===== src/rtl/pipe_pkg.sv =====
// Shared definitions for the instruction pipeline control slice:
// bubble word, instruction field positions and reserved registers.
package pipe_pkg;

    localparam int INSN_WIDTH = 32;

    localparam logic [INSN_WIDTH-1:0] NOP_INSN = 32'h0000_0000;

    localparam int OPC_MSB = 31;
    localparam int OPC_LSB = 27;
    localparam int RD_MSB  = 26;
    localparam int RD_LSB  = 22;
    localparam int RS_MSB  = 21;
    localparam int RS_LSB  = 17;
    localparam int RT_MSB  = 16;
    localparam int RT_LSB  = 12;

    localparam logic [4:0] REG_ZERO   = 5'd0;
    localparam logic [4:0] REG_STATUS = 5'd30;
    localparam logic [4:0] REG_LINK   = 5'd31;

    typedef enum logic [1:0] {
        STAGE_ADVANCE = 2'd0,
        STAGE_HOLD    = 2'd1,
        STAGE_BUBBLE  = 2'd2
    } stage_op_e;

    function automatic logic [4:0] insn_rd(input logic [INSN_WIDTH-1:0] insn);
        return insn[RD_MSB:RD_LSB];
    endfunction

endpackage


===== src/rtl/pipe_reg.sv =====
// One pipeline register: synchronous reset, hold when en_i is low, and
// clear-to-CLR_VAL (bubble insert) which takes priority over the enable.
module pipe_reg #(
    parameter int           W       = 32,
    parameter logic [W-1:0] CLR_VAL = '0
) (
    input  logic         clock,
    input  logic         reset,
    input  logic         en_i,
    input  logic         clr_i,
    input  logic [W-1:0] d_i,
    output logic [W-1:0] q_o
);

    logic [W-1:0] q_q;

    // NOTE: sequential state is assigned with <= so every register samples
    // pre-edge values regardless of the order the blocks are evaluated in.
    always_ff @(posedge clock) begin
        if (reset) begin
            q_q <= CLR_VAL;
        end else if (clr_i) begin
            q_q <= CLR_VAL;
        end else if (en_i) begin
            q_q <= d_i;
        end
    end

    assign q_o = q_q;

endmodule


===== src/rtl/pipe_sat_cnt.sv =====
// Saturating event counter: counts inc_i pulses and sticks at all-ones.
module pipe_sat_cnt #(
    parameter int W = 16
) (
    input  logic         clock,
    input  logic         reset,
    input  logic         inc_i,
    output logic [W-1:0] cnt_o
);

    logic [W-1:0] cnt_q;
    logic [W-1:0] cnt_d;

    // NOTE: every variable driven here gets a default first, so no path
    // through the block leaves it unassigned and no latch is inferred.
    always_comb begin
        cnt_d = cnt_q;
        if (inc_i && !(&cnt_q)) begin
            cnt_d = cnt_q + W'(1);
        end
    end

    always_ff @(posedge clock) begin
        if (reset) begin
            cnt_q <= '0;
        end else begin
            cnt_q <= cnt_d;
        end
    end

    assign cnt_o = cnt_q;

endmodule


===== src/rtl/pipe_insn_ctrl.sv =====
// PC and F/D, D/X, X/M, M/W instruction registers of the 5-stage core,
// with nop insertion on stall/flush and saturating stall/flush counters.
module pipe_insn_ctrl
    import pipe_pkg::*;
#(
    parameter int                ADDR_W = 12,
    parameter int                INSN_W = 32,
    parameter logic [INSN_W-1:0] NOP    = NOP_INSN,
    parameter int                CNT_W  = 16
) (
    input  logic              clock,
    input  logic              reset,
    input  logic [INSN_W-1:0] imem_insn,
    input  logic              ld_stall,
    input  logic              md_busy,
    input  logic              br_taken,
    input  logic [ADDR_W-1:0] br_target,
    output logic [ADDR_W-1:0] pc,
    output logic [INSN_W-1:0] fd_insn,
    output logic [INSN_W-1:0] dx_insn,
    output logic [INSN_W-1:0] xm_insn,
    output logic [INSN_W-1:0] mw_insn,
    output logic [ADDR_W-1:0] fd_pc,
    output logic [ADDR_W-1:0] dx_pc,
    output logic [CNT_W-1:0]  stall_cnt,
    output logic [CNT_W-1:0]  flush_cnt
);

    // A branch cannot sit in X while multdiv owns it, so md_busy masks it.
    logic flush;
    logic stall_evt;
    logic [ADDR_W-1:0] pc_q;
    logic [ADDR_W-1:0] pc_d;
    logic [ADDR_W-1:0] pc_inc;
    stage_op_e fd_op;
    stage_op_e dx_op;

    assign flush     = br_taken & ~md_busy;
    assign stall_evt = (ld_stall | md_busy) & ~flush;
    assign pc_inc    = pc_q + ADDR_W'(1);

    always_comb begin
        fd_op = STAGE_ADVANCE;
        dx_op = STAGE_ADVANCE;
        pc_d  = pc_inc;
        if (flush) begin
            fd_op = STAGE_BUBBLE;
            dx_op = STAGE_BUBBLE;
            pc_d  = br_target;
        end else if (md_busy) begin
            fd_op = STAGE_HOLD;
            dx_op = STAGE_HOLD;
            pc_d  = pc_q;
        end else if (ld_stall) begin
            fd_op = STAGE_HOLD;
            dx_op = STAGE_BUBBLE;
            pc_d  = pc_q;
        end
    end

    always_ff @(posedge clock) begin
        if (reset) begin
            pc_q <= '0;
        end else begin
            pc_q <= pc_d;
        end
    end

    assign pc = pc_q;

    pipe_reg #(.W(INSN_W), .CLR_VAL(NOP)) u_fd_insn (
        .clock(clock), .reset(reset),
        .en_i(fd_op == STAGE_ADVANCE), .clr_i(fd_op == STAGE_BUBBLE),
        .d_i(imem_insn), .q_o(fd_insn)
    );

    pipe_reg #(.W(ADDR_W), .CLR_VAL('0)) u_fd_pc (
        .clock(clock), .reset(reset),
        .en_i(fd_op == STAGE_ADVANCE), .clr_i(fd_op == STAGE_BUBBLE),
        .d_i(pc_inc), .q_o(fd_pc)
    );

    pipe_reg #(.W(INSN_W), .CLR_VAL(NOP)) u_dx_insn (
        .clock(clock), .reset(reset),
        .en_i(dx_op == STAGE_ADVANCE), .clr_i(dx_op == STAGE_BUBBLE),
        .d_i(fd_insn), .q_o(dx_insn)
    );

    pipe_reg #(.W(ADDR_W), .CLR_VAL('0)) u_dx_pc (
        .clock(clock), .reset(reset),
        .en_i(dx_op == STAGE_ADVANCE), .clr_i(dx_op == STAGE_BUBBLE),
        .d_i(fd_pc), .q_o(dx_pc)
    );

    // The branch in D/X always moves on; multdiv results bypass X/M entirely.
    pipe_reg #(.W(INSN_W), .CLR_VAL(NOP)) u_xm_insn (
        .clock(clock), .reset(reset),
        .en_i(1'b1), .clr_i(md_busy),
        .d_i(dx_insn), .q_o(xm_insn)
    );

    pipe_reg #(.W(INSN_W), .CLR_VAL(NOP)) u_mw_insn (
        .clock(clock), .reset(reset),
        .en_i(1'b1), .clr_i(1'b0),
        .d_i(xm_insn), .q_o(mw_insn)
    );

    pipe_sat_cnt #(.W(CNT_W)) u_stall_cnt (
        .clock(clock), .reset(reset), .inc_i(stall_evt), .cnt_o(stall_cnt)
    );

    pipe_sat_cnt #(.W(CNT_W)) u_flush_cnt (
        .clock(clock), .reset(reset), .inc_i(flush), .cnt_o(flush_cnt)
    );

endmodule


===== config.mk =====
export PLATFORM = sky130hd
export DESIGN_NAME = pipe_insn_ctrl
export DESIGN_NICKNAME = d
export VERILOG_FILES = /design/src/rtl/pipe_pkg.sv /design/src/rtl/pipe_reg.sv /design/src/rtl/pipe_sat_cnt.sv /design/src/rtl/pipe_insn_ctrl.sv
export SDC_FILE = /design/constraint.sdc
export NUM_CORES = 1
export LEC_CHECK = 0
export CORE_ASPECT_RATIO = 1.1
export CORE_MARGIN = 2
export CORE_UTILIZATION = 46
export CTS_CLUSTER_SIZE = 20
export DETAILED_ROUTE_END_ITERATION = 10
export GPL_TIMING_DRIVEN = 0
export PLACE_DENSITY = 0.76
export SLEW_MARGIN = 10
export SYNTH_ARGS = -nofsm -noshare
export SYNTH_HDL_FRONTEND = slang
export SYNTH_SLANG_ARGS = --single-unit

===== constraint.sdc =====
create_clock -name clock -period 2.03 [get_ports clock]
set_input_delay 0.406 -clock clock [delete_from_list [all_inputs] [get_ports clock]]
set_output_delay 0.406 -clock clock [all_outputs]
set_load 0.01 [all_outputs]

; ---- Word-level counts from Yosys, hierarchy flattened
; Cells that the tools add are included.
[op_classes]
n_mux = 9
bitwise = 5
order_cmp = 0
reduce_logical = 12
add_sub_neg = 3
mul = 0
div = 0
shift = 0
eq_ne = 4
[op_table]
columns = cell, count
row1 = two-way mux 12 bit, 3
row2 = adder 16 x 1 -> 16 bit (second input constant), 2
row3 = AND reduction 16 bit, 2
row4 = adder 12 x 1 -> 12 bit (second input constant), 1
row5 = two-way mux 2 bit, 4
row6 = OR reduction 2 bit, 3
row7 = == test 2 bit (second input constant), 2
row8 = zero test 2 bit, 2
row9 = != test 2 x 1 -> 1 bit (second input constant), 2
row10 = bitwise AND 1 bit, 2
row11 = logical AND 1 bit, 2
row12 = zero test 1 bit, 2
row13 = two-way mux 1 bit, 2
row14 = NOT 1 bit, 2
row15 = AND reduction 2 bit, 1
row16 = bitwise OR 1 bit, 1
[totals]
output_inout_bits = 196
ramBits = 0
n_memories = 0
romBits = 0
latchBits = 0
ff_bits = 196
wordCells = 42
input_bits = 49

; ---- Longest topological paths before layout
; Gate-level depths: netlist of run 1.
[depth]
depth_word = 5
mapped_depth = 6
depth_no_buf = 5

; ---- By module
; A second synthesis of run 1 with hierarchy kept.
[hier_totals]
hier_cells = 800
area_unflattened_um2 = 7971.4
[modules_own_cells]
columns = mod, instances, cells_each, seq_area_each_um2, area_each_um2
row1 = pipe_reg (u_dx_insn ...), 4, 105, 640.6, 1156.1
row2 = pipe_sat_cnt, 2, 96, 320.3, 833.3
row3 = pipe_reg (u_dx_pc ...), 2, 39, 240.2, 427.9
row4 = pipe_insn_ctrl, 1, 110, 240.2, 824.5

; ---- Least setup slack after synthesis of run 1
; OpenSTA, ideal clock, no wires.
[synth_path]
kind = register to register
start = register u_stall_cnt.cnt_q[0], in the netlist u_stall_cnt.cnt_o[0]
end = register u_stall_cnt.cnt_q[12], in the netlist u_stall_cnt.cnt_o[12]
slack_ns = 0.294
arrival_time_ns = 1.665
path_stages_with_launch = 7
required_ns = 1.960
period_less_slack_ns = 1.736
setup_ns = 0.070
path_buffers = 1
cell_sequence = dfxtp_1 > ha_1 > and3_1 > o21ai_2 > buf_6 > or4_1 > a21oi_1
[synth_via]
elab_chain_len = 3
word_cells_on_any_way = 4
cone_classes = add/sub: 1 / reduce/logical: 3
[synth_lines]
columns = item, line_no
row1 = from (decl), pipe_sat_cnt.sv:11  ; logic [W-1:0] cnt_q;
row2 = from (signal assigned), pipe_sat_cnt.sv:27  ; cnt_q <= cnt_d;
row3 = branches (longest 3 deep; another with adder 16 x 1 -> 16 bit), -
; Several ways; the timed one is not identified.
; A chain may end at the register's enable or synchronous reset.

; ---- Final worst setup path of run 1
[layout_path]
start = register pc_q[3], in the netlist pc[3]
end = output port pc[3]
[layout_lines]
columns = item, line_no
row1 = from (decl), pipe_insn_ctrl.sv:32  ; logic [ADDR_W-1:0] pc_q;
row2 = from (signal assigned), pipe_insn_ctrl.sv:65  ; pc_q <= pc_d;
row3 = to (decl), pipe_insn_ctrl.sv:18  ; output logic [ADDR_W-1:0] pc,
; No word-level cell between the ends.

==> impl_results.html, run 1 <==
<table>
<tr><th>Metric</th><th>Value</th></tr>
<tr><th colspan="2">Synthesis</th></tr>
<tr><td>Netlist area before placement</td><td>0.00734 mm²</td></tr>
<tr><td>Synthesized instance count</td><td>roughly 820</td></tr>
<tr><td>Count of flip-flops with a built-in enable after synthesis</td><td>0</td></tr>
<tr><td>Leading register cell type out of synthesis</td><td>sky130_fd_sc_hd__dfxtp_1</td></tr>
<tr><td>Synth warn</td><td>0</td></tr>
<tr><td>Share of the yosys chip area belonging to registers</td><td>0.535</td></tr>
<tr><td>Syn Area/Cell</td><td>8.94 µm²</td></tr>
<tr><td>Number of distinct library cell variants in the gate-level netlist after synthesis</td><td>65</td></tr>
<tr><td>Yosys top cell area share</td><td>0.535</td></tr>
<tr><td>Post-synthesis register bit count</td><td>196</td></tr>
<tr><td>Fraction of synthesis flops using an asynchronous set or reset pin</td><td>0</td></tr>
<tr><td>Library cell with the largest summed area after synthesis</td><td>sky130_fd_sc_hd__dfxtp_1</td></tr>
<tr><td>Post-synthesis net count</td><td>roughly 870</td></tr>
<tr><td>Dominant cells by area after synthesis</td><td>sky130_fd_sc_hd__dfxtp_1 53%, sky130_fd_sc_hd__nand2_1 9.2%, sky130_fd_sc_hd__a21oi_1 8.1%</td></tr>
<tr><th colspan="2">Critical path</th></tr>
<tr><td>Highest net fanout along the worst path</td><td>7</td></tr>
<tr><td>Cell-by-cell trace of the critical path</td><td>clkdlybuf4s50_1</td></tr>
<tr><td>Critical path data required time</td><td>1.62 ns</td></tr>
<tr><td>Worst R2R Start</td><td>pc[0]$_SDFFE_PP0P_</td></tr>
<tr><td>Arrival time reported for the critical path endpoint</td><td>between 1.5 and 2 ns</td></tr>
<tr><td>Element type at the critical path end</td><td>output port</td></tr>
<tr><td>Critical Path Source Type</td><td>flip-flop</td></tr>
<tr><td>R2r endpoint</td><td>pc[10]$_SDFFE_PP0P_</td></tr>
<tr><td>Cell with the largest stage delay on the worst path</td><td>sky130_fd_sc_hd__clkdlybuf4s50_1</td></tr>
<tr><td>Family with the most delay on the worst path</td><td>buffers and inverters</td></tr>
<tr><td>R2R setup slack</td><td>0.13 ns</td></tr>
<tr><td>Peak per-stage delay on the critical path</td><td>0.61 ns</td></tr>
<tr><td>Classification of the worst setup path</td><td>reg2out</td></tr>
<tr><td>Critical path buffers and inverters</td><td>1</td></tr>
<tr><td>R2R cell count</td><td>5</td></tr>
<tr><th colspan="2">Timing</th></tr>
<tr><td>RSZ-0062 raised after global routing</td><td>false</td></tr>
<tr><td>Worst clock skew on the final layout</td><td>0.00811 ns</td></tr>
<tr><td>Sum Neg Setup Slack</td><td>0 ns</td></tr>
<tr><td>Final worst slack</td><td>about 0.08 ns</td></tr>
<tr><td>Count of final hold-check violations</td><td>0</td></tr>
<tr><td>Tcrit/Tclk final</td><td>0.960</td></tr>
<tr><td>Total of endpoints with negative setup slack in the final report</td><td>0</td></tr>
<tr><td>Final number of max-transition violations</td><td>0</td></tr>
<tr><td>Top achievable clock speed</td><td>between 500 and 600 MHz</td></tr>
<tr><td>Normalized max-slew margin</td><td>0.550</td></tr>
<tr><td>Tmin final</td><td>1.95 ns</td></tr>
<tr><td>Final Hold Slack</td><td>0.455 ns</td></tr>
<tr><td>Slew at the pin closest to its max-slew limit</td><td>around 0.67 ns</td></tr>
<tr><th colspan="2">Placed design</th></tr>
<tr><td>Number of buffers added on ports</td><td>243</td></tr>
<tr><td>Worst setup slack after placement</td><td>-0.770 ns</td></tr>
<tr><td>HPWL after detailed placement</td><td>16.3 mm</td></tr>
<tr><td>Cell count after placement</td><td>1264</td></tr>
<tr><td>GPL Wtd Cong</td><td>0.887</td></tr>
<tr><th colspan="2">Floorplanning</th></tr>
<tr><td>Horizontal die dimension</td><td>124 µm</td></tr>
<tr><td>Die outline height</td><td>136 µm</td></tr>
<tr><td>Starting Density</td><td>0.468</td></tr>
<tr><td>DIE AREA</td><td>0.0170 mm²</td></tr>
<tr><td>Core Region</td><td>0.0157 mm²</td></tr>
<tr><td>Row count</td><td>48</td></tr>
<tr><td>Number of top-level pins</td><td>245</td></tr>
<tr><th colspan="2">Global routing</th></tr>
<tr><td>Global-route usage over all layers</td><td>0.253</td></tr>
<tr><td>Total overflow reported by the global router</td><td>0</td></tr>
<tr><td>Global-route wire length before repair</td><td>34.1 mm</td></tr>
<tr><td>Maximum number of pins on one net before global-route repair</td><td>18</td></tr>
<tr><td>Initial antenna violation count</td><td>0</td></tr>
<tr><td>Vias in the first global route</td><td>6378</td></tr>
<tr><th colspan="2">Layout</th></tr>
<tr><td>Leading cell type in the layout, fill and taps excluded</td><td>sky130_fd_sc_hd__clkdlybuf4s50_1</td></tr>
<tr><td>NumNets Final</td><td>between 1000 and 1500</td></tr>
<tr><td>Layout fillers</td><td>1249</td></tr>
<tr><td>Antenna Diode Count</td><td>0</td></tr>
<tr><td>Share of layout cells above drive strength 1</td><td>0.0738</td></tr>
<tr><td>Commonest cells after routing, fill and taps aside</td><td>243 x sky130_fd_sc_hd__clkdlybuf4s50_1, 196 x sky130_fd_sc_hd__dfxtp_1, 179 x sky130_fd_sc_hd__nand2_1, 118 x sky130_fd_sc_hd__a21oi_1, 35 x sky130_fd_sc_hd__nor2b_1</td></tr>
<tr><td>Area added between synthesis and finish</td><td>45.2%</td></tr>
<tr><td>Final cell count without fillers</td><td>between 1000 and 1500</td></tr>
<tr><th colspan="2">Min path</th></tr>
<tr><td>Worst hold endpoint</td><td>u_dx_pc.q_o[11]$_SDFFE_PP0N_</td></tr>
<tr><td>Type of the worst min-delay path</td><td>reg2reg</td></tr>
<tr><td>Worst min-delay path startpoint</td><td>u_dx_pc.q_o[11]$_SDFFE_PP0N_</td></tr>
<tr><td>Worst hold path cell count</td><td>2</td></tr>
<tr><th colspan="2">Power</th></tr>
<tr><td>Pwr dens</td><td>~740 mW/mm²</td></tr>
<tr><td>VDD IR max</td><td>0.588 mV</td></tr>
<tr><td>Pleak</td><td>3.64 nW</td></tr>
<tr><th colspan="2">Routing</th></tr>
<tr><td>Number of detailed-route iterations in the first pass</td><td>5</td></tr>
<tr><td>Total vias in the final route</td><td>6916</td></tr>
<tr><td>Drt first-iter violations</td><td>604</td></tr>
<tr><td>Number of nets with antenna violations after detailed routing</td><td>0</td></tr>
<tr><td>Via count normalized by instance count</td><td>5.33</td></tr>
<tr><td>Number of remaining DRC errors</td><td>0</td></tr>
<tr><td>Average wire per standard cell</td><td>17.0 µm</td></tr>
<tr><td>Total wirelength of the detailed-routed design</td><td>22.0 mm</td></tr>
<tr><th colspan="2">CTS</th></tr>
<tr><td>Clock buffer count from CTS</td><td>17</td></tr>
<tr><td>Root buffer cell</td><td>sky130_fd_sc_hd__clkbuf_16</td></tr>
<tr><td>Worst-skew pair later-pin latency</td><td>between 0.4 and 0.5 ns</td></tr>
<tr><td>Clk sinks</td><td>196</td></tr>
<tr><td>Clock transition at the register clock pins on the worst setup and hold paths after CTS</td><td>~0.07 ns</td></tr>
<tr><td>Number of buffers on the longest clock path</td><td>2</td></tr>
<tr><td>TritonCTS clock tree</td><td>built</td></tr>
<tr><td>Number of H-tree levels</td><td>4</td></tr>
<tr><th colspan="2">Outcome</th></tr>
<tr><td>Run status</td><td>completed</td></tr>
<tr><th colspan="2">Flow run</th></tr>
<tr><td>Max Cap Violations</td><td>0</td></tr>
</table>
[logic make-up (layout without fill, tap and decap cells)]
group / Yosys count / in the layout / share of synthesized area
xor+xnor: 7 / 7 / 0.00836
buf+inv: 61 / 338 / 0.0377
fa+ha+maj: 3 / 3 / 0.00512
flops: 196 / 196 / 0.535
mux: 2 / 2 / 0.00290
compound gates: 199 / 199 / 0.160
simple gates: 353 / 353 / 0.251
[worst max path at each step]
stage / from / endpoint / slack, ns / cells after the start
2_1_floorplan: u_stall_cnt.cnt_o[0]$_SDFFE_PP0P_ / u_stall_cnt.cnt_o[12]$_SDFFE_PP0P_ / 0.29 / 6
3_3_place_gp: reset / pc[4]$_SDFFE_PP0P_ / -0.72 / 5
3_5_place_dp: reset / u_stall_cnt.cnt_o[5]$_SDFFE_PP0P_ / -0.77 / 5
4_1_cts: ld_stall / u_stall_cnt.cnt_o[6]$_SDFFE_PP0P_ / 0.003 / 6
5_1_grt: u_stall_cnt.cnt_o[0]$_SDFFE_PP0P_ / u_stall_cnt.cnt_o[12]$_SDFFE_PP0P_ / 0.002 / 6
6_report: pc[3]$_SDFFE_PP0P_ / pc[3] / 0.08 / 1
[power breakdown]
part / switching (mW) / leakage (nW) / internal, mW / total [mW]
clock: 1.52 / 0.277 / 1.85 / 3.37
combinational: 0.294 / 1.78 / 0.242 / 0.536
sequential: 0.0531 / 1.58 / 3.89 / 3.94
total: 1.86 / 3.64 / 5.98 / 7.84
[layer usage]
layer,global-route usage,up-vias,wire [µm]
met5,0,-,0
met4,0.104,0,719
met3,0.0657,55,1540
met2,0.419,280,10600
met1,0.315,3210,9180
li1,-,3371,-
[tightest hold or removal path: stages, from the launching register on]
cell and delay (ns):
sky130_fd_sc_hd__dfxtp_1 0.31, sky130_fd_sc_hd__nand2_1 0.05, sky130_fd_sc_hd__a21oi_1 0.05
[per-stage QoR]
step / utilization / area (µm²) / total power, mW
finish: 0.680 / 10700 / 7.84
global route: 0.680 / 10700 / 8.11
CTS: 0.677 / 10600 / 7.88
detailed placement: 0.639 / 10000 / 4.55
global placement: 0.639 / 10000 / 4.55
floorplan: - / 7340 / 4.26
[cells in the mapped netlist, types with 4 or more instances]
| library cell | instances |
|---|---|
| sky130_fd_sc_hd__nor2_1 | 17 |
| sky130_fd_sc_hd__o211ai_1 | 4 |
| sky130_fd_sc_hd__xnor2_1 | 5 |
| sky130_fd_sc_hd__nor2b_1 | 35 |
| sky130_fd_sc_hd__and2_1 | 33 |
| sky130_fd_sc_hd__nor3_1 | 10 |
| sky130_fd_sc_hd__nand3_1 | 15 |
| sky130_fd_sc_hd__and3_1 | 4 |
| sky130_fd_sc_hd__or4_1 | 10 |
| sky130_fd_sc_hd__o31ai_1 | 11 |
| sky130_fd_sc_hd__nand2b_1 | 4 |
| sky130_fd_sc_hd__buf_2 | 13 |
| sky130_fd_sc_hd__or3_1 | 8 |
| sky130_fd_sc_hd__clkbuf_1 | 28 |
| sky130_fd_sc_hd__dfxtp_1 | 196 |
| sky130_fd_sc_hd__o21ai_0 | 21 |
| sky130_fd_sc_hd__nor4_1 | 4 |
| sky130_fd_sc_hd__a21oi_1 | 118 |
| sky130_fd_sc_hd__nand4_1 | 10 |
| sky130_fd_sc_hd__a31oi_1 | 4 |
| sky130_fd_sc_hd__a211oi_1 | 8 |
| sky130_fd_sc_hd__inv_1 | 9 |
| sky130_fd_sc_hd__a22oi_1 | 5 |
| sky130_fd_sc_hd__nand2_1 | 179 |
| sky130_fd_sc_hd__buf_1 | 5 |
[area by class of cell]
class | instances | area (µm²) | share of cell area
flip-flops and latches | 196 | 3920 | 0.368
clock buffers | 21 | 440 | 0.0413
well taps | 200 | 250 | 0.0235
clock inverters | 11 | 141 | 0.0133
repair buffers | 245 | 2450 | 0.230
inverters | 9 | 33.8 | 0.00317
multi-input cells | 564 | 3150 | 0.296
plain buffers | 52 | 260 | 0.0244
[timing repair]
action                     CTS  global route
buffers inserted             0             2
hold buffers                 0             0
setup endpoints to repair   68            63
pin swaps                    0             2
gates resized for setup      5            12
[sequential cells by signal, summed over array words and instances, names as in the netlist]
signal	cells
u_flush_cnt.cnt_o	16
u_dx_pc.q_o	12
u_fd_insn.q_o	32
u_xm_insn.q_o	32
u_dx_insn.q_o	32
pc	12
u_stall_cnt.cnt_o	16
u_fd_pc.q_o	12
u_mw_insn.q_o	32
No activity file was read; power rests on OpenSTA's default activity.
==> run 2: changes to the inputs <==
Settings changed: CORE_UTILIZATION 46 to 49, PLACE_DENSITY 0.76 to 0.81.
Clock period 2.03 ns to 2.5 ns, I/O delays scaled along.
==> impl_results.html, run 2 (same netlist as run 1, synthesis figures left out) <==
<table>
<tr><th>Metric</th><th>Value</th></tr>
<tr><th colspan="2">Placed design</th></tr>
<tr><td>Number of buffers added on ports</td><td>243 (unchanged)</td></tr>
<tr><td>HPWL after detailed placement</td><td>16.5 mm (+1.0%)</td></tr>
<tr><td>GPL Wtd Cong</td><td>0.891 (+0.47%)</td></tr>
<tr><th colspan="2">Global routing</th></tr>
<tr><td>Initial antenna violation count</td><td>0 (unchanged)</td></tr>
<tr><td>Global-route usage over all layers</td><td>0.273 (+0.0202)</td></tr>
<tr><td>Maximum number of pins on one net before global-route repair</td><td>20 (+2)</td></tr>
<tr><td>Global-route wire length before repair</td><td>34.2 mm (+0.46%)</td></tr>
<tr><td>Total overflow reported by the global router</td><td>0 (unchanged)</td></tr>
<tr><td>Vias in the first global route</td><td>6453 (+1.2%)</td></tr>
<tr><th colspan="2">Routing</th></tr>
<tr><td>Total wirelength of the detailed-routed design</td><td>22.1 mm (+0.35%)</td></tr>
<tr><td>Via count normalized by instance count</td><td>5.41 (+1.6%)</td></tr>
<tr><td>Average wire per standard cell</td><td>17.2 µm (+1.1%)</td></tr>
<tr><td>Number of nets with antenna violations after detailed routing</td><td>0 (unchanged)</td></tr>
<tr><td>Number of detailed-route iterations in the first pass</td><td>5 (unchanged)</td></tr>
<tr><td>Number of remaining DRC errors</td><td>0 (unchanged)</td></tr>
<tr><td>Drt first-iter violations</td><td>579 (-4.1%)</td></tr>
<tr><td>Total vias in the final route</td><td>6970 (+0.78%)</td></tr>
<tr><th colspan="2">CTS</th></tr>
<tr><td>Number of buffers on the longest clock path</td><td>2 (unchanged)</td></tr>
<tr><td>Total of hold buffers inserted after clock tree synthesis</td><td>0 (unchanged)</td></tr>
<tr><td>TritonCTS clock tree</td><td>built</td></tr>
<tr><td>Root buffer cell</td><td>sky130_fd_sc_hd__clkbuf_16</td></tr>
<tr><td>Clock buffer count from CTS</td><td>17 (unchanged)</td></tr>
<tr><td>Clock transition at the register clock pins on the worst setup and hold paths after CTS</td><td>0.07 ns (about the same)</td></tr>
<tr><td>Number of setup buffers added after CTS</td><td>0 (unchanged)</td></tr>
<tr><td>Post_cts resized</td><td>0 (-5)</td></tr>
<tr><td>Worst-skew pair later-pin latency</td><td>0.43 ns (about the same)</td></tr>
<tr><td>Number of H-tree levels</td><td>4 (unchanged)</td></tr>
<tr><td>Clk sinks</td><td>196 (unchanged)</td></tr>
<tr><th colspan="2">Critical path</th></tr>
<tr><td>Highest net fanout along the worst path</td><td>10 (+3)</td></tr>
<tr><td>Worst setup path startpoint</td><td>ld_stall</td></tr>
<tr><td>Element type at the critical path end</td><td>flip-flop</td></tr>
<tr><td>Critical path data required time</td><td>2.79 ns (+1.17 ns)</td></tr>
<tr><td>R2R cell count</td><td>5 (unchanged)</td></tr>
<tr><td>Classification of the worst setup path</td><td>in2reg</td></tr>
<tr><td>Worst R2R Start</td><td>pc[1]$_SDFFE_PP0P_</td></tr>
<tr><td>Arrival time reported for the critical path endpoint</td><td>2.65 ns (+1.11 ns)</td></tr>
<tr><td>Critical Path Source Type</td><td>primary input</td></tr>
<tr><th colspan="2">Floorplanning</th></tr>
<tr><td>Core Region</td><td>0.0145 mm² (-7.5%)</td></tr>
<tr><td>Horizontal die dimension</td><td>121 µm (-3.0%)</td></tr>
<tr><td>Number of top-level pins</td><td>245 (unchanged)</td></tr>
<tr><td>DIE AREA</td><td>0.0160 mm² (-5.9%)</td></tr>
<tr><td>Row count</td><td>46 (-4.2%)</td></tr>
<tr><td>Die outline height</td><td>132 µm (-3.0%)</td></tr>
<tr><td>Starting Density</td><td>0.506 (+0.0378)</td></tr>
<tr><th colspan="2">Timing</th></tr>
<tr><td>Top achievable clock speed</td><td>425 MHz</td></tr>
<tr><td>Normalized max-slew margin</td><td>0.458 (-0.0921)</td></tr>
<tr><td>Final Hold Slack</td><td>0.457 ns (+0.00233 ns)</td></tr>
<tr><td>Tmin final</td><td>2.35 ns</td></tr>
<tr><td>Count of final hold-check violations</td><td>0 (unchanged)</td></tr>
<tr><td>RSZ-0062 raised after global routing</td><td>false</td></tr>
<tr><td>Total of endpoints with negative setup slack in the final report</td><td>0 (unchanged)</td></tr>
<tr><td>Slew at the pin closest to its max-slew limit</td><td>0.808 ns (+0.133 ns)</td></tr>
<tr><td>Worst clock skew on the final layout</td><td>0.00503 ns (-0.00308 ns)</td></tr>
<tr><td>Final number of max-transition violations</td><td>0 (unchanged)</td></tr>
<tr><td>Sum Neg Setup Slack</td><td>0 ns (unchanged)</td></tr>
<tr><td>Tcrit/Tclk final</td><td>0.940</td></tr>
<tr><th colspan="2">Min path</th></tr>
<tr><td>Type of the worst min-delay path</td><td>reg2reg</td></tr>
<tr><td>Worst hold path cell count</td><td>2 (unchanged)</td></tr>
<tr><td>Worst min-delay path startpoint</td><td>u_dx_pc.q_o[9]$_SDFFE_PP0N_</td></tr>
<tr><th colspan="2">Power</th></tr>
<tr><td>VDD IR max</td><td>0.505 mV (-14%)</td></tr>
<tr><td>Pwr dens</td><td>607 mW/mm² (-18%)</td></tr>
<tr><td>PnR Total Power</td><td>6.45 mW (-18%)</td></tr>
<tr><td>Pleak</td><td>3.62 nW (-0.39%)</td></tr>
<tr><th colspan="2">Layout</th></tr>
<tr><td>Leading cell type in the layout, fill and taps excluded</td><td>sky130_fd_sc_hd__clkdlybuf4s50_1</td></tr>
<tr><td>Commonest cells after routing, fill and taps aside</td><td>243 x sky130_fd_sc_hd__clkdlybuf4s50_1, 196 x sky130_fd_sc_hd__dfxtp_1, 179 x sky130_fd_sc_hd__nand2_1, 118 x sky130_fd_sc_hd__a21oi_1, 35 x sky130_fd_sc_hd__nor2b_1</td></tr>
<tr><td>Area added between synthesis and finish</td><td>44.8%</td></tr>
<tr><td>NumNets Final</td><td>1135 (-0.18%)</td></tr>
<tr><td>Layout fillers</td><td>1118 (-10%)</td></tr>
<tr><td>Antenna Diode Count</td><td>0 (unchanged)</td></tr>
<tr><td>Share of layout cells above drive strength 1</td><td>0.0657 (-0.00808)</td></tr>
<tr><th colspan="2">Flow run</th></tr>
<tr><td>Max Cap Violations</td><td>0 (unchanged)</td></tr>
<tr><th colspan="2">Outcome</th></tr>
<tr><td>Run status</td><td>completed</td></tr>
</table>
[run 2: cell count changes in the layout (fill, tap and decap cells not counted), sizes merged]
| cell | change |
|---|---|
| inv | +2 |
| clkinv | +4 |
| buf | -4 |
| clkbuf | -2 |
| clkinvlp | -2 |
[run 2: worst max-delay path, cell delays in order]
cell and delay [ns]:
sky130_fd_sc_hd__clkdlybuf4s50_1 0.57, sky130_fd_sc_hd__buf_2 0.26, sky130_fd_sc_hd__inv_1 0.08, sky130_fd_sc_hd__o21ai_1 0.63, sky130_fd_sc_hd__clkbuf_1 0.51, sky130_fd_sc_hd__a21oi_1 0.09
[run 2: final cells by class]
| type | instances | area, µm² | area share |
|---|---|---|---|
| plain buffers | 52 | 243 | 0.0229 |
| clock buffers | 17 | 425 | 0.0401 |
| clock inverters | 15 | 188 | 0.0177 |
| inverters | 9 | 33.8 | 0.00318 |
| multi-input cells | 564 | 3140 | 0.295 |
| flip-flops and latches | 196 | 3920 | 0.369 |
| well taps | 192 | 240 | 0.0226 |
| repair buffers | 243 | 2430 | 0.229 |
[run 2: per-layer routing]
metal | vias up | part of all wire | GRT usage
met5 | - | 0 | 0
met4 | 0 | 0.045 | 0.137
met3 | 55 | 0.065 | 0.0588
met2 | 291 | 0.47 | 0.438
met1 | 3257 | 0.42 | 0.347
li1 | 3367 | - | -
[run 2: final timing paths]
| kind | to | slack (ns) |
|---|---|---|
| max | u_dx_pc.q_o[3]$_SDFFE_PP0N_ | 0.15 |
| min | u_dx_pc.q_o[9]$_SDFFE_PP0N_ | 0.46 |
| max reg2reg | pc[10]$_SDFFE_PP0P_ | 0.47 |
| min reg2reg | u_dx_pc.q_o[9]$_SDFFE_PP0N_ | 0.46 |
[run 2: metrics by stage]
stage,setup slack [ns],std cells,util,cell area [µm²]
floorplan,0.764,821,-,7340
global placement,-0.285,1256,0.690,10000
detailed placement,-0.277,1256,0.690,10000
CTS,0.165,1288,0.732,10600
global route,0.0265,1288,0.732,10600
finish,0.149,1288,0.732,10600
[run 2: power by group]
group	total [mW]	switching [mW]	internal [mW]
logic	0.430	0.238	0.192
clock network	2.82	1.30	1.53
registers	3.20	0.0432	3.16
==> run 3: changes to the inputs <==
Settings changed: CORE_ASPECT_RATIO 1.1 to 1.4, CORE_UTILIZATION 49 to 60, DONT_BUFFER_PORTS set to 1, PLACE_DENSITY 0.81 to 0.72.
==> impl_results.html, run 3 (same netlist as run 1, synthesis figures left out) <==
<table>
<tr><th>Metric</th><th>Value</th></tr>
<tr><th colspan="2">Critical path</th></tr>
<tr><td>Highest net fanout along the worst path</td><td>7 (-3)</td></tr>
<tr><td>Worst R2R Start</td><td>pc[0]$_SDFFE_PP0P_</td></tr>
<tr><td>Arrival time reported for the critical path endpoint</td><td>2.28 ns (-0.37 ns)</td></tr>
<tr><td>Worst setup path startpoint</td><td>pc[0]$_SDFFE_PP0P_</td></tr>
<tr><td>R2r endpoint</td><td>pc[10]$_SDFFE_PP0P_</td></tr>
<tr><td>R2R setup slack</td><td>0.51 ns (+0.04 ns)</td></tr>
<tr><td>Critical path data required time</td><td>2.79 ns (about the same)</td></tr>
<tr><td>Critical Path Source Type</td><td>flip-flop</td></tr>
<tr><td>Element type at the critical path end</td><td>flip-flop</td></tr>
<tr><td>Classification of the worst setup path</td><td>reg2reg</td></tr>
<tr><td>R2R cell count</td><td>5 (unchanged)</td></tr>
<tr><th colspan="2">CTS</th></tr>
<tr><td>Number of setup buffers added after CTS</td><td>0 (unchanged)</td></tr>
<tr><td>Post_cts resized</td><td>0 (unchanged)</td></tr>
<tr><td>Clk sinks</td><td>196 (unchanged)</td></tr>
<tr><td>Total of hold buffers inserted after clock tree synthesis</td><td>0 (unchanged)</td></tr>
<tr><td>Root buffer cell</td><td>sky130_fd_sc_hd__clkbuf_16</td></tr>
<tr><td>TritonCTS clock tree</td><td>built</td></tr>
<tr><td>Number of buffers on the longest clock path</td><td>2 (unchanged)</td></tr>
<tr><td>Clock transition at the register clock pins on the worst setup and hold paths after CTS</td><td>0.08 ns (about the same)</td></tr>
<tr><td>Clock buffer count from CTS</td><td>17 (unchanged)</td></tr>
<tr><td>Number of H-tree levels</td><td>4 (unchanged)</td></tr>
<tr><td>Worst-skew pair later-pin latency</td><td>0.44 ns (about the same)</td></tr>
<tr><th colspan="2">Layout</th></tr>
<tr><td>NumNets Final</td><td>892 (-21%)</td></tr>
<tr><td>Antenna Diode Count</td><td>0 (unchanged)</td></tr>
<tr><td>Post-route cell area</td><td>0.00809 mm² (-24%)</td></tr>
<tr><td>Layout fillers</td><td>1000 (-11%)</td></tr>
<tr><td>Area added between synthesis and finish</td><td>10.2%</td></tr>
<tr><td>Commonest cells after routing, fill and taps aside</td><td>196 x sky130_fd_sc_hd__dfxtp_1, 179 x sky130_fd_sc_hd__nand2_1, 118 x sky130_fd_sc_hd__a21oi_1, 35 x sky130_fd_sc_hd__nor2b_1, 33 x sky130_fd_sc_hd__and2_1</td></tr>
<tr><td>Leading cell type in the layout, fill and taps excluded</td><td>sky130_fd_sc_hd__dfxtp_1</td></tr>
<tr><td>Share of layout cells above drive strength 1</td><td>0.0821 (+0.0164)</td></tr>
<tr><th colspan="2">Routing</th></tr>
<tr><td>Total wirelength of the detailed-routed design</td><td>19.7 mm (-11%)</td></tr>
<tr><td>Average wire per standard cell</td><td>19.7 µm (+15%)</td></tr>
<tr><td>Total vias in the final route</td><td>6037 (-13%)</td></tr>
<tr><td>Drt first-iter violations</td><td>306 (-47%)</td></tr>
<tr><td>Via count normalized by instance count</td><td>6.04 (+12%)</td></tr>
<tr><td>Number of nets with antenna violations after detailed routing</td><td>0 (unchanged)</td></tr>
<tr><td>Number of remaining DRC errors</td><td>0 (unchanged)</td></tr>
<tr><td>Number of detailed-route iterations in the first pass</td><td>7 (+2)</td></tr>
<tr><th colspan="2">Timing</th></tr>
<tr><td>Worst clock skew on the final layout</td><td>0.0109 ns (+0.00584 ns)</td></tr>
<tr><td>Tmin final</td><td>1.99 ns (-0.364 ns)</td></tr>
<tr><td>Tcrit/Tclk final</td><td>0.795 (-0.146)</td></tr>
<tr><td>Sum Neg Setup Slack</td><td>0 ns (unchanged)</td></tr>
<tr><td>Slew at the pin closest to its max-slew limit</td><td>0.809 ns (+0.000914 ns)</td></tr>
<tr><td>Top achievable clock speed</td><td>503 MHz (+18%)</td></tr>
<tr><td>Final number of max-transition violations</td><td>0 (unchanged)</td></tr>
<tr><td>RSZ-0062 raised after global routing</td><td>false</td></tr>
<tr><td>Count of final hold-check violations</td><td>0 (unchanged)</td></tr>
<tr><td>Normalized max-slew margin</td><td>0.457 (-0.000614)</td></tr>
<tr><td>Total of endpoints with negative setup slack in the final report</td><td>0 (unchanged)</td></tr>
<tr><th colspan="2">Power</th></tr>
<tr><td>Pleak</td><td>2.74 nW (-24%)</td></tr>
<tr><td>Pint</td><td>4.55 mW (-6.6%)</td></tr>
<tr><td>Flop pwr share</td><td>0.529 (+0.033)</td></tr>
<tr><td>Combinational fraction of design power</td><td>0.041 (-0.026)</td></tr>
<tr><td>Share of total power in the clock network</td><td>0.430 (-0.008)</td></tr>
<tr><td>Psw</td><td>1.54 mW (-2.1%)</td></tr>
<tr><td>Switch share</td><td>0.253 (+0.00878)</td></tr>
<tr><td>Pwr dens</td><td>754 mW/mm² (+24%)</td></tr>
<tr><td>VDD IR max</td><td>0.645 mV (+28%)</td></tr>
<tr><th colspan="2">Global routing</th></tr>
<tr><td>Maximum number of pins on one net before global-route repair</td><td>20 (unchanged)</td></tr>
<tr><td>Global-route usage over all layers</td><td>0.291 (+0.0180)</td></tr>
<tr><td>Global-route wire length before repair</td><td>30.4 mm (-11%)</td></tr>
<tr><td>Global Route met2 Usage</td><td>0.511 (+0.0729)</td></tr>
<tr><td>Initial antenna violation count</td><td>0 (unchanged)</td></tr>
<tr><td>Global-route track usage on met3</td><td>0.110 (+0.0514)</td></tr>
<tr><td>Total overflow reported by the global router</td><td>0 (unchanged)</td></tr>
<tr><td>Global routing's busiest layer</td><td>met2</td></tr>
<tr><td>M1 GR Usage</td><td>0.307 (-0.0396)</td></tr>
<tr><td>Vias in the first global route</td><td>5937 (-8.0%)</td></tr>
<tr><th colspan="2">Flow run</th></tr>
<tr><td>Max Cap Violations</td><td>0 (unchanged)</td></tr>
<tr><th colspan="2">Placed design</th></tr>
<tr><td>Cell area after placement</td><td>0.00752 mm² (-25%)</td></tr>
<tr><td>GPL Wtd Cong</td><td>0.904 (+1.4%)</td></tr>
<tr><td>HPWL after detailed placement</td><td>14.7 mm (-11%)</td></tr>
<tr><td>Number of buffers added on ports</td><td>0 (-100%)</td></tr>
<tr><th colspan="2">Floorplanning</th></tr>
<tr><td>Core Region</td><td>0.0119 mm² (-18%)</td></tr>
<tr><td>Starting Density</td><td>0.618 (+0.112)</td></tr>
<tr><td>Row count</td><td>47 (+2.2%)</td></tr>
<tr><td>DIE AREA</td><td>0.0131 mm² (-18%)</td></tr>
<tr><td>Die outline height</td><td>135 µm (+1.9%)</td></tr>
<tr><td>Number of top-level pins</td><td>245 (unchanged)</td></tr>
<tr><td>Horizontal die dimension</td><td>97.5 µm (-19%)</td></tr>
<tr><th colspan="2">Min path</th></tr>
<tr><td>Worst hold path cell count</td><td>2 (unchanged)</td></tr>
<tr><td>Worst hold endpoint</td><td>u_fd_insn.q_o[14]$_SDFFE_PP0N_</td></tr>
<tr><td>Worst min-delay path startpoint</td><td>imem_insn[14]</td></tr>
<tr><td>Type of the worst min-delay path</td><td>in2reg</td></tr>
<tr><th colspan="2">Outcome</th></tr>
<tr><td>Run status</td><td>completed</td></tr>
</table>
[run 3: power groups by stage]
stage / clock (mW) / combinational [mW] / sequential [mW]
finish: 2.62 / 0.253 / 3.23
global route: 2.74 / 0.279 / 3.23
detailed placement: 0 / 0.250 / 3.30
floorplan: 0 / 0.178 / 3.28
global placement: 0 / 0.242 / 3.30
CTS: 2.63 / 0.252 / 3.22
[run 3: per-layer routing]
metal | wire [µm] | up-vias
met3 | 1870 | 48
li1 | - | 2881
met4 | 631 | 0
met2 | 10200 | 252
met5 | 0 | -
met1 | 7030 | 2856
[run 3: layout make-up]
type / instances / area (µm²) / area share
tap: 147 / 184 / 0.0227
inverter: 9 / 33.8 / 0.00418
sequential: 196 / 3920 / 0.485
buffer: 52 / 243 / 0.0300
multi-input combinational: 564 / 3140 / 0.388
clock inverter: 13 / 133 / 0.0164
clock buffer: 19 / 433 / 0.0535
[run 3: critical path: stages, from the launching register on]
cell and delay (ns):
sky130_fd_sc_hd__dfxtp_1 0.57, sky130_fd_sc_hd__ha_1 0.33, sky130_fd_sc_hd__nand3_1 0.27, sky130_fd_sc_hd__o31a_1 0.35
sky130_fd_sc_hd__o21ai_0 0.23, sky130_fd_sc_hd__a21oi_1 0.10
[run 3: how the worst max path moves through the flow]
stage	slack, ns	endpoint	cells past startpoint
global placement	0.30	u_dx_insn.q_o[14]$_SDFFE_PP0N_	5
finish	0.51	pc[10]$_SDFFE_PP0P_	5
global route	0.33	pc[8]$_SDFFE_PP0P_	5
floorplan	0.76	u_stall_cnt.cnt_o[12]$_SDFFE_PP0P_	6
detailed placement	0.27	u_dx_insn.q_o[11]$_SDFFE_PP0N_	5
CTS	0.52	u_stall_cnt.cnt_o[12]$_SDFFE_PP0P_	6
[run 3: stage by stage]
stage / util / hold WS, ns / worst slack [ns] / power, mW / instances
6_report: 0.681 / 0.187 / 0.513 / 6.10 / 1000
5_1_grt: 0.681 / 0.177 / 0.329 / 6.25 / 1000
4_1_cts: 0.681 / 0.183 / 0.519 / 6.11 / 1000
3_5_place_dp: 0.633 / 0.503 / 0.269 / 3.55 / 968
3_3_place_gp: 0.633 / 0.502 / 0.302 / 3.54 / 968
2_1_floorplan: - / 0.481 / 0.764 / 3.46 / 821
